--- config.mk ---
export PLATFORM = sky130hd
export DESIGN_NAME = count_snapshot_fifo
export DESIGN_NICKNAME = d
export VERILOG_FILES = /design/src/rtl/mathv_cnt_pkg.sv /design/src/rtl/sync_fifo.sv /design/src/rtl/count_snapshot_fifo.sv
export SDC_FILE = /design/constraint.sdc
export NUM_CORES = 1
export LEC_CHECK = 0
export ABC_AREA = 1
export CORE_MARGIN = 2
export CORE_UTILIZATION = 55
export DETAILED_ROUTE_END_ITERATION = 7
export PLACE_DENSITY_LB_ADDON = 0.05
export RECOVER_POWER = 50
export SYNTH_ARGS = -nofsm -noshare
export SYNTH_HDL_FRONTEND = slang
export SYNTH_SLANG_ARGS = --single-unit
--- constraint.sdc ---
create_clock -name clk -period 2.13 [get_ports clk]
set_input_delay 0.3195 -clock clk [delete_from_list [all_inputs] [get_ports clk]]
set_output_delay 0.3195 -clock clk [all_outputs]
set_load 0.02 [all_outputs]
--- src/rtl/mathv_cnt_pkg.sv ---
// Shared definitions for the mathV counter-observer stages: the snapshot
// entry format and the helper that sizes fill-level ports.
package mathv_cnt_pkg;

    localparam int CNT_WIDTH = 8;

    typedef struct packed {
        logic                 wrap;
        logic [CNT_WIDTH-1:0] data;
    } snapshot_t;

    // Width needed to hold a fill level of 0..depth inclusive.
    function automatic int lvl_w(input int depth);
        return $clog2(depth) + 1;
    endfunction

endpackage

--- src/rtl/sync_fifo.sv ---
// Small first-word-fall-through FIFO over registered storage.
// The caller qualifies push_i (not full, or popping in the same cycle) and
// pop_i (not empty); full/empty come from the level counter, not pointers.
// When the FIFO drains, head_o keeps showing the last entry that was popped.
module sync_fifo
    import mathv_cnt_pkg::*;
#(
    parameter int  DEPTH = 4,
    parameter type T     = logic [7:0]
) (
    input  logic                      clk,
    input  logic                      rst_n,
    input  logic                      push_i,
    input  T                          data_i,
    input  logic                      pop_i,
    output T                          head_o,
    output logic [lvl_w(DEPTH)-1:0]   level_o,
    output logic                      full_o,
    output logic                      empty_o
);

    localparam int PW = $clog2(DEPTH);
    localparam int LW = lvl_w(DEPTH);

    T              mem_q [DEPTH];
    T              last_q;
    T              last_d;
    logic [PW-1:0] wr_ptr_q;
    logic [PW-1:0] wr_ptr_d;
    logic [PW-1:0] rd_ptr_q;
    logic [PW-1:0] rd_ptr_d;
    logic [LW-1:0] level_q;
    logic [LW-1:0] level_d;

    // Entry storage needs no reset: nothing is visible until level_q says so.
    always_ff @(posedge clk) begin
        if (push_i) begin
            mem_q[wr_ptr_q] <= data_i;
        end
    end

    // Next pointer/level values; pointers wrap naturally since DEPTH is a power of two.
    always_comb begin
        wr_ptr_d = wr_ptr_q;
        rd_ptr_d = rd_ptr_q;
        last_d   = last_q;
        level_d  = level_q;
        if (push_i) begin
            wr_ptr_d = wr_ptr_q + PW'(1);
        end
        if (pop_i) begin
            rd_ptr_d = rd_ptr_q + PW'(1);
            last_d   = mem_q[rd_ptr_q];
        end
        case ({push_i, pop_i})
            2'b10:   level_d = level_q + LW'(1);
            2'b01:   level_d = level_q - LW'(1);
            default: level_d = level_q;
        endcase
    end

    // Control state register with asynchronous flush.
    always_ff @(posedge clk or negedge rst_n) begin
        if (!rst_n) begin
            wr_ptr_q <= '0;
            rd_ptr_q <= '0;
            last_q   <= '0;
            level_q  <= '0;
        end else begin
            wr_ptr_q <= wr_ptr_d;
            rd_ptr_q <= rd_ptr_d;
            last_q   <= last_d;
            level_q  <= level_d;
        end
    end

    assign empty_o = (level_q == '0);
    assign full_o  = (level_q == LW'(DEPTH));
    assign level_o = level_q;
    assign head_o  = empty_o ? last_q : mem_q[rd_ptr_q];

endmodule

--- src/rtl/count_snapshot_fifo.sv ---
// Observes the free-running counter, captures {wrap-tag, count} snapshots on
// each sample pulse into a small FIFO, and drains them over valid/ready.
// Also reports the fill level and a sticky overflow flag for dropped samples.
module count_snapshot_fifo
    import mathv_cnt_pkg::*;
#(
    parameter int WIDTH = CNT_WIDTH,
    parameter int DEPTH = 4
) (
    input  logic                      clk,
    input  logic                      reset,
    input  logic [WIDTH-1:0]          count_in,
    input  logic                      count_en,
    input  logic                      sample,
    output logic [WIDTH-1:0]          out_data,
    output logic                      out_wrap,
    output logic                      out_valid,
    input  logic                      out_ready,
    output logic [lvl_w(DEPTH)-1:0]   level,
    output logic                      overflow,
    input  logic                      clear_ovf
);

    logic [WIDTH-1:0] prev_count_q;
    logic             count_en_q;
    logic             wrap_pending_q;
    logic             wrap_pending_d;
    logic             overflow_q;
    logic             overflow_d;

    logic             wrap_now;
    logic             pop;
    logic             push_ok;
    logic             drop;
    logic             fifo_full;
    logic             fifo_empty;
    snapshot_t        push_entry;
    snapshot_t        head;

    // A wrap is the enabled step from all-ones back to zero; the enable is
    // delayed a cycle because the counter's value lags its enable by one edge.
    assign wrap_now = count_en_q && (prev_count_q == '1) && (count_in == '0);

    assign pop     = out_valid && out_ready;
    assign push_ok = sample && (!fifo_full || pop);
    assign drop    = sample && fifo_full && !pop;

    assign push_entry.wrap = wrap_pending_q | wrap_now;
    assign push_entry.data = count_in;

    // Wrap tag bookkeeping and sticky overflow; a drop keeps the pending tag
    // for the next accepted entry and beats a simultaneous clear.
    always_comb begin
        wrap_pending_d = wrap_pending_q;
        overflow_d     = overflow_q;
        if (push_ok) begin
            wrap_pending_d = 1'b0;
        end else if (wrap_now) begin
            wrap_pending_d = 1'b1;
        end
        if (drop) begin
            overflow_d = 1'b1;
        end else if (clear_ovf) begin
            overflow_d = 1'b0;
        end
    end

    // Observer state register with asynchronous flush.
    always_ff @(posedge clk or negedge reset) begin
        if (!reset) begin
            prev_count_q   <= '0;
            count_en_q     <= 1'b0;
            wrap_pending_q <= 1'b0;
            overflow_q     <= 1'b0;
        end else begin
            prev_count_q   <= count_in;
            count_en_q     <= count_en;
            wrap_pending_q <= wrap_pending_d;
            overflow_q     <= overflow_d;
        end
    end

    sync_fifo #(
        .DEPTH (DEPTH),
        .T     (snapshot_t)
    ) u_fifo (
        .clk     (clk),
        .rst_n   (reset),
        .push_i  (push_ok),
        .data_i  (push_entry),
        .pop_i   (pop),
        .head_o  (head),
        .level_o (level),
        .full_o  (fifo_full),
        .empty_o (fifo_empty)
    );

    assign out_valid = !fifo_empty;
    assign out_data  = head.data;
    assign out_wrap  = head.wrap;
    assign overflow  = overflow_q;

endmodule

# Word level (Yosys, flattened, before mapping)
# Memory sizes are Yosys's and may differ from the RTL's.
# Index checks and enable logic that the tools add are counted.
# word_totals
register_bits,27
mem_bits_rw,36
inputBits,14
output_inout_bits,14
word_cells,42
mem_count,1
# mem_list
name,depth,word_bits,read_ports,rd_clocked_by_memory_dff,wr,line_no,rtl
u_fifo.mem_q,4,9,1,0,1,sync_fifo.sv:25,T mem_q [DEPTH];
# classes
addsub,4
eq_ne,4
muxes,8
bitwise_logic,1
reduce_logical,15
# op_table
op,n
$mux W9,1
$eq A8 B8 Y1 const B,1
$logic_not A8 Y1,1
$logic_and A1 B1 Y1,6
$mux W1,6
$pmux W3 S2,1
$reduce_bool A2 Y1,3
$add A2 B1 Y2 const B,2
$add A3 B1 Y3 const B,1
$eq A3 B3 Y1 const B,1
$logic_not A1 Y1,3
$logic_not A3 Y1,1
$sub A3 B1 Y3 const B,1
$eq A2 B1 Y1 const B,1
$eq A2 B2 Y1 const B,1
$logic_or A1 B1 Y1,1
$or A1 B1 Y1,1

# Longest topological paths before layout
# depth
depth_word,7
ltp_mapped,9
depth_no_buf,9

# Hierarchy
# Synthesis repeated with hierarchy kept, for this count alone.
# hier_totals
hier_cells,248
hier_area_um2,2643.8
# modules_own_cells
module,instances,cells_per_inst,area_per_inst_um2,seq_area_each_um2
sync_fifo,1,210,2234.6,1481.4
count_snapshot_fifo,1,38,409.1,275.3

# Worst setup path before layout
# No wires, ideal clock.
# synth_path
path_type,flip-flop to flip-flop
from,"reg u_fifo.level_q[2], in the netlist u_fifo.level_o[2]"
to,"reg u_fifo.level_q[2], in the netlist u_fifo.level_o[2]"
setup_ps,113
arrival_ps,1564
t_required_ps,2017
path_slack_ps,453
path_stages_with_launch,9
n_path_buf,0
period_less_slack_ps,1677
path_cell_list,dfrtp_1 inv_1 nand2_4 nand3_1 fa_1 nand4_1 nand3_1 nand2_1 inv_1
# synth_via
elab_chain_len,7
elab_cells_between_ends,13
classes_between,add/sub: 2; eq/ne: 3; mux: 1; reduce/logical: 7
# synth_lines
item,line_no,rtl
from (decl),sync_fifo.sv:32,logic [LW-1:0] level_q;
from (signal assigned),sync_fifo.sv:73,level_q <= level_d;
$logic_not A3 Y1 *,sync_fifo.sv:77,assign empty_o = (level_q == '0);
$logic_not A1 Y1 *,count_snapshot_fifo.sv:98,assign out_valid = !fifo_empty;
net out_valid,count_snapshot_fifo.sv:17,"output logic out_valid,"
$logic_and A1 B1 Y1 *,count_snapshot_fifo.sv:44,assign pop = out_valid && out_ready;
$logic_or A1 B1 Y1,count_snapshot_fifo.sv:45,assign push_ok = sample && (!fifo_full || pop);
$logic_and A1 B1 Y1,count_snapshot_fifo.sv:45,
$eq A2 B1 Y1 / $eq A2 B2 Y1 (equally long branches),sync_fifo.sv:55,"case ({push_i, pop_i})"
$pmux W3 S2 / $reduce_bool A2 Y1 (equally long branches),--,
# The timed path passes the listed nets; every way through them passes the cells marked *.
# A chain may end at the register's enable or synchronous reset.

# Worst setup path after layout
# layout_path
from,"reg u_fifo.level_q[0], in the netlist u_fifo.level_o[0]"
to,out out_data[7]
# layout_via
elab_chain_len,2
# layout_lines
item,line_no,rtl
$logic_not A3 Y1,sync_fifo.sv:77,
$mux W9,sync_fifo.sv:80,assign head_o = empty_o ? last_q : mem_q[rd_ptr_q];
to (decl),count_snapshot_fifo.sv:15,"output logic [WIDTH-1:0] out_data,"
# No other way between the ends.

==> impl_metrics.ini <==
[power]
p_sw_mw = 1.73
sw_frac_of_total = 0.367
internal_power_mw = 2.97
p_clk_frac = 0.250
peakVddDrop_uv = 696
p_seq_frac = 0.373
finalPower_mw = 4.70
p_leak_nw = 1.36
pwr-share-comb = 0.376
powerDensity_mw_per_mm2 = 1470

[placed_design]
place.port_buffers = 27
pre_cts_ws_ps = 128
gp_congestion = 0.817
dp_cells = 324
dp_hpwl_mm = 3.15

[clocking]
cts_max_path_buffers = 2
htreeDepth = 3
cts_tree = built
hold_buffers = 0
cts_root_buf = clkbuf_8
cts_setup_buffers = 0
clk_pin_slew_worst_paths_ps = 70
insertion_delay_ps = 320
cts_made_buffers = 9
numClockSinks = 63

[global_routing]
antenna_found_initial = 0
track_usage = 0.197
grt_pass1_wl_mm = 7.75
grt_max_degree = 28
grt_pass1_vias = 1636
grt_overflow_total = 0

[setup_path]
critPathKind = flip-flop to output pin
endpoint_kind = output pin
ff2ff_path_depth = 9
r2r_start = u_fifo.level_o[0]
arrival_ps = 1680
critPathMaxFanout = 18
required_ps = 1810
startpoint_type = flip-flop
rrSetupSlack_ps = 480
rr_endpoint = u_fifo.level_o[2]

[synth]
yosysMostFrequentCell = nand2_1
avgSynthCellArea_um2 = 10.9
synth.distinct_cells = 26
ys_seq_area_frac = 0.672
yosys-top-cells-count = nand2_1, edfxtp_1, dfrtp_1
netlist.area_leader.share = 0.414
syn-num-nets = 258
synth.area.top_cells = edfxtp_1, dfrtp_1, nand2_1
synth_top_cell_by_area = edfxtp_1
yosysWarnings = 0
ys.flop_type = edfxtp_1
synth_edf_count = 36
async_flop_share = 0.429
ys_ff_latch = 63
syn_area_mm2 = 0.00261
netlist_instances = 239

[job]
drv_cap = 0

[sta]
worstMarginPinSlew_ps = 1460
tns_ps = 0
max_slew_margin = 0.0260
final_hold_viol_count = 0
period_share = 0.937
post-route-min-period_ps = 2000
max_freq_ghz = 0.501
final_max_slew_viol_count = 0
setup_viol = 0
skew_ps = 5.77
fin_ws_ps = 134
grt_setup_unrepaired = false

[route]
routedWlPerCell_um = 13.3
ant_nets = 0
top_layer = met4
vias = 1733
met3WireLength_um = 186
vias_per_cell = 5.10
drc = 0
wl_met2_mm = 2.03
firstDrtPassIters = 4
wl_mm = 4.53
wl_met1_mm = 2.27
first_iter_violations = 138

[die]
die_height_um = 72.9
rows = 25
io_pins = 28
die_width_um = 72.9
core_area_mm2 = 0.00466
initial_utilization = 0.561
dieArea_mm2 = 0.00532

[min_path]
hp-start = u_fifo.last_q[6]
holdCritPathClass = flip-flop to flip-flop
min_to = u_fifo.last_q[6]
hold_depth = 2

[layout]
n_antenna_cell = 0
syn_to_final_growth_pct = 22.2
final_nets = 300
multi_input_area_um2 = 734
layout.cells.non_filler = 340
register_area_mm2 = 0.00176
nFillCells = 352
utilization = 0.685
drive_above_1_share = 0.115

[status]
outcome = finished, final reports clean
==> sequential cells by signal, summed over array words and instances (netlist names) <==
| register | count |
|---|---|
| u_fifo.last_q | 9 |
| count_en_q | 1 |
| u_fifo.mem_q | 36 |
| u_fifo.level_o | 3 |
| overflow | 1 |
| u_fifo.rd_ptr_q | 2 |
| prev_count_q | 8 |
| wrap_pending_q | 1 |
| u_fifo.wr_ptr_q | 2 |
==> kinds of logic (layout without fill, tap and decap cells) <==
kind of cell	Yosys count	after routing	share of synthesized area
simple gates	119	119	0.200
flops	63	63	0.672
buf+inv	26	73	0.0455
compound gates	23	23	0.0455
fa+ha+maj	5	5	0.0268
xor+xnor	3	3	0.0101
==> cells in the final DEF, fill, tap and decap left out, drive strengths merged, types with 4 or more instances in the layout <==
master	n
nand2	78
dlygate4sd2	7
clkdlybuf4s50	8
clkbuf	16
dfrtp	27
ha	4
edfxtp	36
buf	8
nand3	24
dlygate4sd3	10
nor2	12
inv	18
o21ai	19
==> per-stage QoR <==
stage                     instance area, um^2  hold slack, ps
after floorplan                          2610            23.9
after global placement                   2990             466
after detailed placement                 2990             474
after CTS                                3210             377
after global routing                     3190             515
final                                    3190             487
==> worst max-delay path by stage <==
stage / startpoint / end / cells past startpoint
final: u_fifo.level_o[0] / out_data[7] / 6
after global routing: u_fifo.level_o[0] / out_data[7] / 6
after CTS: u_fifo.rd_ptr_q[0] / out_wrap / 6
after detailed placement: u_fifo.level_o[0] / out_data[7] / 6
after global placement: u_fifo.level_o[0] / out_data[4] / 6
after floorplan: u_fifo.level_o[2] / u_fifo.level_o[2] / 8
==> power groups by stage <==
| stage | Sequential (mW) | Combinational, mW | Clock, mW |
|---|---|---|---|
| floorplan | 1.79 | 1.19 | 0 |
| global placement | 1.77 | 1.88 | 0 |
| detailed placement | 1.77 | 1.91 | 0 |
| CTS | 1.75 | 1.80 | 1.20 |
| global route | 1.78 | 2.01 | 1.25 |
| finish | 1.75 | 1.77 | 1.18 |
==> timing repair <==
item                                    CTS  global route
hold endpoints to repair                  0             0
pin swaps                                 0             0
endpoints found under the setup margin    9             3
gates resized for setup                  11             7
==> worst max-delay path, stage by stage (launching register included) <==
cell	delay [ps]
dfrtp_1	440
nor2_4	180
nand2_4	100
inv_4	140
nand2_1	60
o21ai_1	80
dlygate4sd2_1	340
==> cell type report <==
class | count | area share
sequential | 63 | 0.550
clock inverter | 5 | 0.0251
tap | 54 | 0.0212
multi-input combinational | 150 | 0.230
timing repair buffer | 38 | 0.102
clock buffer | 11 | 0.0474
inverter | 19 | 0.0239
==> per-layer routing <==
layer / up-vias / track usage
met4: 0 / 0.0741
met3: 5 / 0.0414
met1: 807 / 0.287
met2: 45 / 0.294
li1: 876 / -
met5: - / 0
Power figures use the tool's default switching activity.
==> edit (same settings) <==
Reset style: synchronous (`reset` and `rst_n`), changed in 2 clocked blocks. Comments in the files are not updated.
--- a/src/rtl/sync_fifo.sv
+++ b/src/rtl/sync_fifo.sv
@@ -60,7 +60,7 @@
     end
 
     // Control state register with asynchronous flush.
-    always_ff @(posedge clk or negedge rst_n) begin
+    always_ff @(posedge clk) begin
         if (!rst_n) begin
             wr_ptr_q <= '0;
             rd_ptr_q <= '0;
--- a/src/rtl/count_snapshot_fifo.sv
+++ b/src/rtl/count_snapshot_fifo.sv
@@ -66,7 +66,7 @@
     end
 
     // Observer state register with asynchronous flush.
-    always_ff @(posedge clk or negedge reset) begin
+    always_ff @(posedge clk) begin
         if (!reset) begin
             prev_count_q   <= '0;
             count_en_q     <= 1'b0;
Function: differs if reset is asserted again (counterexample within 4 cycles, from zero or initial values and one cycle with reset low); with reset held inactive, the same outputs for 10 cycles.
==> edit against the original RTL <==
Fmax shrank 1.7%; critical path type unchanged; wire length up 11%; sequential cell count increased by 2; setup slack worse by 0.035 ns; core utilization down 0.97 points; area after synthesis increased by 0.81%; cell area fell by 1.4%; cell count up 2.6%; die area is 0.77% higher; register-to-register slack got worse by 0.25 ns; non-clock buffer count fell by 3; synthesized cell count up 5.4%.
Power is not compared: it rests on default switching activity, and its combinational part moved more than twofold at a synthesized area within 25%.
==> edit: results <==
set metrics [dict create \
    vias_per_cell 5.281 \
    ys_async_sr_fraction 0 \
    arrival_ns 1.71 \
    clk_path_buf_depth 2 \
    status "complete, no violations" \
    reg2reg_from "u_fifo.level_o[2]" \
    critPathMaxFanout 19 \
    yosys-top-cells-area "edfxtp_1 41%, dfxtp_1 22%, o21ai_0 5.7%, nand2_1 4.3%, nor2_1 4.3%" \
    synthTopCellsByCount "36 x edfxtp_1, 30 x nand2_1, 30 x nor2_1, 30 x o21ai_0, 29 x dfxtp_1" \
    grt_max_degree 23 \
    fin_nets 309 \
    grt_first_pass_wirelength_um 8397 \
    clk_latency_ns 0.34 \
    layout-drive-gt1-share 0.1085 \
    post-dp-hpwl_um 3304 \
    synth.net_count 271 \
    cpMaxStageDelayCell "dfxtp_1" \
    gp_congestion 0.8251 \
    cpPeakStageDelay_ns 0.33 \
    worst_pin_slew_ns 0.7747 \
    seq_area_frac_synth 0.6309 \
    track_usage 0.2178 \
    drt_iter0_drc 88 \
    fin_skew_ns 0.007903 \
    routed_wl_um 5025 \
    worstHoldStart "wrap_pending_q" \
]
edit: layer usage:
metal	global-route usage	wire length (um)
met4	0.1296	115
met1	0.2806	2224
met5	0	0
met2	0.3343	2518
met3	0.05110	166
edit: worst max-delay path, delay by kind of cell (launching register included):
| family | cells | cell delay, ns |
|---|---|---|
| buffers and inverters | 3 | 0.58 |
| AOI/OAI and AO/OA | 3 | 0.45 |
| DFF | 1 | 0.33 |
edit: power by group through the flow:
stage | Combinational, uW | Clock, uW | Sequential [uW]
after floorplan | 541 | 0 | 1520
after global placement | 851 | 0 | 1510
after detailed placement | 862 | 0 | 1520
after CTS | 810 | 1010 | 1490
after global routing | 884 | 1050 | 1500
final | 788 | 983 | 1490
edit: what timing repair did:
item                                    in CTS  in global routing
pin swaps                                    0                  0
cloned                                       0                  0
gates resized for setup                     11                  6
endpoints found under the setup margin       9                  5
edit: worst paths after layout:
kind	end	slack (ns)	cells after the start
max reg2reg	flop	0.23	7
max	out_data[5]	0.1	6
min reg2reg	wrap_pending_q	0.46	2
min	wrap_pending_q	0.46	2
edit: cell families (layout without fill, tap and decap cells):
kind of cell,Yosys count,count (layout),share of synthesized area
DFF,65,65,0.6309
and+or+nand+nor,78,78,0.1335
AOI/OAI and AO/OA,65,65,0.1363
xor gates and xnor gates,1,1,0.003326
adders and majority gates,5,5,0.02660
buffers and inverters,38,81,0.06936
edit: layout make-up:
class	instances	area, um^2
Sequential cell	65	1663
Fill cell	383	1513
Multi-Input combinational cell	149	782.0
Timing Repair Buffer	35	324.1
Clock buffer	12	166.4
Inverter	30	120.1
Tap cell	54	67.56
Clock inverter	4	25.02
edit: stage by stage:
stage | instances | setup slack, ns | power (uW) | area, um^2 | hold slack [ns]
6_report | 349 | 0.09850 | 3262 | 3148 | 0.4568
5_1_grt | 349 | 0.003196 | 3434 | 3148 | 0.4757
4_1_cts | 349 | 0.05537 | 3308 | 3163 | 0.4549
3_5_place_dp | 333 | 0.05115 | 2378 | 2982 | 0.4457
3_3_place_gp | 333 | 0.1370 | 2363 | 2982 | 0.4383
2_1_floorplan | 252 | 0.4060 | 2059 | 2634 | 0.4130
